[config.mk]
export PLATFORM = sky130hd
export DESIGN_NAME = song_sequencer
export DESIGN_NICKNAME = d
export VERILOG_FILES = /design/src/rtl/song_sequencer_pkg.sv /design/src/rtl/song_sequencer_beat_timer.sv /design/src/rtl/song_sequencer.sv
export SDC_FILE = /design/constraint.sdc
export NUM_CORES = 1
export LEC_CHECK = 0
export ABC_AREA = 1
export CORE_UTILIZATION = 38
export DETAILED_ROUTE_END_ITERATION = 16
export GPL_TIMING_DRIVEN = 0
export HOLD_SLACK_MARGIN = 0.15
export SLEW_MARGIN = 5
export SYNTH_ARGS = -nofsm -noshare
export SYNTH_HDL_FRONTEND = slang
export SYNTH_HIERARCHICAL = 1
export SYNTH_SLANG_ARGS = --single-unit
[constraint.sdc]
create_clock -name i_clk -period 3.1 [get_ports i_clk]
set_input_delay 0.93 -clock i_clk [delete_from_list [all_inputs] [get_ports i_clk]]
set_output_delay 0.93 -clock i_clk [all_outputs]
set_load 0.02 [all_outputs]
[src/rtl/song_sequencer_pkg.sv]
// Shared definitions for the song sequencer: FSM states, ROM entry codes and
// the note-length decoder.
package song_sequencer_pkg;

   localparam int unsigned DUR_WIDTH = 26;

   typedef enum logic [2:0] {
      StIdle  = 3'd0,
      StFetch = 3'd1,
      StWait  = 3'd2,
      StPlay  = 3'd3,
      StDone  = 3'd4
   } seq_state_e;

   // Length code in rom_data[7:6]: number of beats the entry lasts
   localparam logic [1:0] LEN_1_BEAT  = 2'd0;
   localparam logic [1:0] LEN_2_BEATS = 2'd1;
   localparam logic [1:0] LEN_4_BEATS = 2'd2;
   localparam logic [1:0] LEN_8_BEATS = 2'd3;

   localparam logic [7:0] END_MARKER = 8'hFF;
   localparam logic [5:0] REST       = 6'd0;

   // Note duration in clock cycles; 8 * 2^22 still fits in DUR_WIDTH bits
   function automatic logic [DUR_WIDTH-1:0] note_cycles(input logic [1:0]           len_code,
                                                         input logic [DUR_WIDTH-1:0] beat);
      logic [DUR_WIDTH-1:0] w_dur;
      w_dur = beat;
      case (len_code)
         LEN_1_BEAT:  w_dur = beat;
         LEN_2_BEATS: w_dur = beat << 1;
         LEN_4_BEATS: w_dur = beat << 2;
         LEN_8_BEATS: w_dur = beat << 3;
         default:     w_dur = beat;
      endcase
      return w_dur;
   endfunction

endpackage

[src/rtl/song_sequencer_beat_timer.sv]
// Loadable note-duration down-counter plus the articulation-gap counter.
// Both flags look one edge ahead so the FSM can update its registered
// outputs on the same edge that the condition takes effect.
module song_sequencer_beat_timer
   import song_sequencer_pkg::*;
#(
   parameter int unsigned GAP_CYCLES = 262144
) (
   input  logic                 i_clk,
   input  logic                 i_reset,
   input  logic                 i_clear,
   input  logic                 i_load,
   input  logic                 i_run,
   input  logic [DUR_WIDTH-1:0] i_load_val,
   output logic                 o_expiring,
   output logic                 o_gap_elapsing
);

   localparam logic [DUR_WIDTH-1:0] GAP_VAL = DUR_WIDTH'(GAP_CYCLES);

   logic [DUR_WIDTH-1:0] r_count;
   logic [DUR_WIDTH-1:0] r_gap;

   // Clear beats load, load beats run; both counters stop at zero
   always_ff @(posedge i_clk or posedge i_reset) begin
      if (i_reset) begin
         r_count <= '0;
         r_gap   <= '0;
      end else if (i_clear) begin
         r_count <= '0;
         r_gap   <= '0;
      end else if (i_load) begin
         r_count <= i_load_val;
         r_gap   <= GAP_VAL;
      end else if (i_run) begin
         if (r_count != '0) r_count <= r_count - 1'b1;
         if (r_gap != '0)   r_gap   <= r_gap - 1'b1;
      end
   end

   // Last cycle of the note: the count hits zero on the coming edge
   assign o_expiring     = (r_count == DUR_WIDTH'(1));
   // Gap is over once the coming edge has passed
   assign o_gap_elapsing = (r_gap <= DUR_WIDTH'(1));

endmodule

[src/rtl/song_sequencer.sv]
// Song sequencer: walks an external synchronous song ROM, producing a note
// index and an articulated gate for the tone generator.
module song_sequencer
   import song_sequencer_pkg::*;
#(
   parameter int unsigned BEAT_CYCLES = 4194304,
   parameter int unsigned GAP_CYCLES  = 262144
) (
   input  logic       i_clk,
   input  logic       i_reset,
   input  logic       i_play,
   input  logic       i_loop,
   input  logic [7:0] i_rom_data,
   output logic [7:0] o_rom_addr,
   output logic [7:0] o_fullnote,
   output logic       o_note_gate,
   output logic       o_busy,
   output logic       o_song_end
);

   localparam logic [DUR_WIDTH-1:0] BEAT_VAL = DUR_WIDTH'(BEAT_CYCLES);

   seq_state_e r_state;
   logic [7:0] r_rom_addr;
   logic [7:0] r_fullnote;
   logic       r_note_gate;
   logic       r_busy;
   logic       r_song_end;

   logic                 w_is_marker;
   logic                 w_timer_load;
   logic                 w_timer_run;
   logic                 w_expiring;
   logic                 w_gap_elapsing;
   logic [DUR_WIDTH-1:0] w_load_val;

   assign w_is_marker  = (i_rom_data == END_MARKER);
   assign w_timer_load = (r_state == StWait) && !w_is_marker;
   assign w_timer_run  = (r_state == StPlay);
   assign w_load_val   = note_cycles(i_rom_data[7:6], BEAT_VAL);

   song_sequencer_beat_timer #(
      .GAP_CYCLES (GAP_CYCLES)
   ) u_beat_timer (
      .i_clk          (i_clk),
      .i_reset        (i_reset),
      .i_clear        (!i_play),
      .i_load         (w_timer_load),
      .i_run          (w_timer_run),
      .i_load_val     (w_load_val),
      .o_expiring     (w_expiring),
      .o_gap_elapsing (w_gap_elapsing)
   );

   // Sequencer FSM; play low overrides every other condition and rewinds
   always_ff @(posedge i_clk or posedge i_reset) begin
      if (i_reset) begin
         r_state     <= StIdle;
         r_rom_addr  <= '0;
         r_fullnote  <= '0;
         r_note_gate <= 1'b0;
         r_busy      <= 1'b0;
         r_song_end  <= 1'b0;
      end else if (!i_play) begin
         r_state     <= StIdle;
         r_rom_addr  <= '0;
         r_fullnote  <= '0;
         r_note_gate <= 1'b0;
         r_busy      <= 1'b0;
         r_song_end  <= 1'b0;
      end else begin
         r_song_end <= 1'b0;
         unique case (r_state)
            StIdle: begin
               r_state    <= StFetch;
               r_rom_addr <= '0;
               r_busy     <= 1'b1;
            end
            StFetch: begin
               r_state <= StWait;
            end
            StWait: begin
               r_note_gate <= 1'b0;
               if (w_is_marker) begin
                  r_song_end <= 1'b1;
                  if (i_loop) begin
                     // Previous note stays on fullnote through the refetch
                     r_state    <= StFetch;
                     r_rom_addr <= '0;
                  end else begin
                     r_state    <= StDone;
                     r_fullnote <= '0;
                     r_busy     <= 1'b0;
                  end
               end else begin
                  r_state    <= StPlay;
                  r_fullnote <= {2'b00, i_rom_data[5:0]};
               end
            end
            StPlay: begin
               if (w_expiring) begin
                  r_state     <= StFetch;
                  r_rom_addr  <= r_rom_addr + 8'd1;
                  r_note_gate <= 1'b0;
               end else if (w_gap_elapsing && (r_fullnote[5:0] != REST)) begin
                  r_note_gate <= 1'b1;
               end
            end
            StDone: begin
               r_fullnote  <= '0;
               r_note_gate <= 1'b0;
               r_busy      <= 1'b0;
            end
            default: begin
               r_state     <= StIdle;
               r_rom_addr  <= '0;
               r_fullnote  <= '0;
               r_note_gate <= 1'b0;
               r_busy      <= 1'b0;
            end
         endcase
      end
   end

   assign o_rom_addr  = r_rom_addr;
   assign o_fullnote  = r_fullnote;
   assign o_note_gate = r_note_gate;
   assign o_busy      = r_busy;
   assign o_song_end  = r_song_end;

endmodule
==> results.md <==
* Count of final max-slew check failures at 0
* Final worst path period share at about nine tenths
* Worst skew pair latency at roughly 350 ps
* Final setup violating endpoints at 0
* Most common cell after layout, fill and taps aside: nand2_1
* Sequential power share at 25.8%
* Commonest non-fill, non-tap cells in the layout: nand2_1 (277), nor2_1 (130), dfrtp_1 (72)
* Area Overhead vs Synth at 18.0%
* Most used DFF post-synth: dfrtp_1
* DRC violations left at 0
* Final WL at 13500 um
* Routed length per instance at about 13 um
* Die area at 14100 um2
* Initial core utilization at around two fifths
* Delay-heaviest family, CP: simple AND/OR/NAND/NOR gates
* Reg clk slew, reported paths at roughly 60 ps
* Final RePlAce weighted congestion at between 0.9 and 1
* DR pass1 iterations at 6
* Place WS at -733 ps
* Sequential-to-total area share from yosys stat at 34.7%
* Largest net degree at the start of global routing at 38
* Comb power frac at roughly 56%
* Post-Synthesis Cells at about 790
* DR vias at between 4000 and 5000
* Fin util at 46.1%
* Outcome: completed
* Most frequent cell on the critical path: nand2_1
* First-pass GRT wire length at roughly 23000 um
* Worst rel slew slack at around half
* Layout cell share with drive strength beyond 1 at under 10%
* GRT Overall Usage at about 21%
* Post-DRT Antenna Nets at 0
* Via/cell ratio at around 4.7
* VDD IR-drop max at approximately 0.32 mV
* IO Count at 31
* Nets at 871
* Fmax at 353 MHz
* Vias in the first global route at roughly 4600
* #FFs+latches synth at between 70 and 80
* Clk sinks at 72
* Number of placement rows at 42
* Pint at around 0.0031 W
* Grt ovf at 0
* Fillers at 1387
* Hpwl dp at slightly above 10000 um
* Layout Cell Area excl Fill at just over 6000 um2
* Worst path slowest cell: clkdlybuf4s50_1
* Max Cap Viol at 0
* CTS root buffer: clkbuf_16
* Cell Area, Synth at 5200 um2
* Final Skew at approximately 8.3 ps
* Initial antenna violation count at 0
* CP Class: in2reg
* Final Hold Vio Count at 0
* Critical Path Fanout Max at 10
* Crit-path cells: clkdlybuf4s50_1, nand2_1, nor2_2, a211oi_4, nor2_4, inv_2, or2_1, buf_4, nand2_4, nor2_2, buf_6, nand2_1, nand2_1
* Number of flops mapped to enable cells by yosys at 0
* Post-synthesis async set-or-reset flop share at 100%
* Worst EP arrival at 3120 ps
* Switch share at about half
* PortBufs at 28
* CP endpoint kind: register
* Antenna diodes at 0
* Pwr Total at 0.00600 W
* Net Sw Power at 0.00295 W
* Synth unique cells at between 40 and 50
* Worst-margin pin slew at roughly 770 ps
* CP startpoint kind: primary input
* WP buf/inv at 4
* Chip Width at about 120 um
* Minimum clock period at about 2800 ps
* Avg Synthesized Cell Area at ~6.6 um2
* CTS Buf Count at 9
* Post-CTS Setup Bufs at 0
* Core area at approximately 13000 um2
* Power density cells at 979 nW/um2
* CTS tree: built
* Hold Crit Class: reg2reg
* Clk network pwr share at roughly a fifth
* Leakage power at ~3.1 nW
* Worst stage delay on the critical path at about 460 ps
* Iteration-0 DRC Markers at slightly below 300
* Data required, critical path at roughly 3400 ps
* Area after DPL at about 5800 um2
* Die Span Y at 119 um
* H-tree depth at 3
* RSZ-0062 raised after global routing: false
* Final setup margin at approximately 270 ps
* Yosys warnings at 6
* Max Root-Sink Buffers at 2
cell families (layout without fill, tap and decap cells):
kind of cell             count (synthesis)  in the layout  share of synthesized area [%]
buffers and inverters                   89            134                           8.16
flip-flops                              72             72                           34.7
AND/OR/NAND/NOR                        554            554                           47.0
other                                    1             24                         0.0722
AO/OA/AOI/OAI                           52             52                           5.85
XOR/XNOR                                18             18                           3.03
adder cells (fa/ha/maj)                  5              5                           1.20
area by class of cell:
cell class	instances	area (um2)	share of cell area, %
multi-input cells	653	3070	50.1
flip-flops and latches	72	1800	29.4
repair buffers	29	300	4.90
inverters	65	244	3.98
clock buffers	10	229	3.73
well taps	176	220	3.59
plain buffers	24	184	3.00
clock inverters	6	83.8	1.37
metal layers:
| metal | vias up | wire length, um | GRT usage, % |
|---|---|---|---|
| met5 | - | 0 | 0 |
| met4 | 0 | 274 | 8.94 |
| met3 | 16 | 511 | 3.35 |
| met2 | 81 | 6210 | 33.2 |
| met1 | 2202 | 6510 | 27.4 |
| li1 | 2616 | - | - |
worst paths after layout:
path,startpoint,end,slack [ps],cells past startpoint
setup / recovery,i_rom_data[7],u_beat_timer/r_count[25]$_DFFE_PP0P_,270,13
hold / removal,o_rom_addr[7]$_DFFE_PP0P_,o_rom_addr[7]$_DFFE_PP0P_,500,2
setup reg to reg,u_beat_timer/r_count[18]$_DFFE_PP0P_,o_rom_addr[1]$_DFFE_PP0P_,860,10
hold reg to reg,o_rom_addr[7]$_DFFE_PP0P_,o_rom_addr[7]$_DFFE_PP0P_,500,2
max in group asynchronous,i_reset,r_state[1]$_DFFE_PP0P_,1530,2
min in group asynchronous,i_reset,u_beat_timer/r_count[10]$_DFFE_PP0P_,910,2
worst register-to-register path, cell delays in order, from the launching register on:
cell,delay [ps]
dfrtp_1,430
nor2_1,170
nand2_1,140
nor3_2,320
nor3b_1,350
nand3b_1,250
nand2_1,90
inv_1,70
nand3_2,160
nand2_1,100
nand2_1,60
metrics by stage:
step                cells  hold slack (ps)  setup TNS [ps]
floorplan             814              470               0
global placement     1018              478          -44340
detailed placement   1019              491          -26550
CTS                  1035              507               0
global route         1035              531               0
finish               1035              503               0
sequential cells by signal (all words and copies together) (netlist names):
register	flops
o_note_gate	1
o_rom_addr	8
o_fullnote	6
r_state	3
u_beat_timer/r_count	26
u_beat_timer/r_gap	26
o_song_end	1
o_busy	1
repair_timing:
action / in CTS / in global routing
resized for setup: 2 / 6
endpoints found under the setup margin: 43 / 28
hold buffers: 0 / 0
Yosys cell counts, drive strengths merged (3+ instances only):
cell type	number	area, um2
nand2	288	1130
nor2	141	587
dfrtp	72	1800
nand3	72	388
inv	64	240
o21ai	34	174
nand4	22	138
xor2	17	149
buf	16	150
nor3	11	60.1
or2	10	62.6
clkbuf	8	30.0
nand3b	8	60.1
a21oi	7	35.0
ha	5	62.6
o21bai	3	22.5
power groups by stage:
| stage | Combinational (W) | Sequential, W | Clock [W] |
|---|---|---|---|
| floorplan | 0.00262 | 0.00148 | 0 |
| finish | 0.00333 | 0.00155 | 0.00112 |
| global placement | 0.00328 | 0.00156 | 0 |
| CTS | 0.00332 | 0.00155 | 0.00115 |
| global route | 0.00382 | 0.00160 | 0.00119 |
| detailed placement | 0.00330 | 0.00156 | 0 |
No activity file was read; power rests on OpenSTA's default activity.
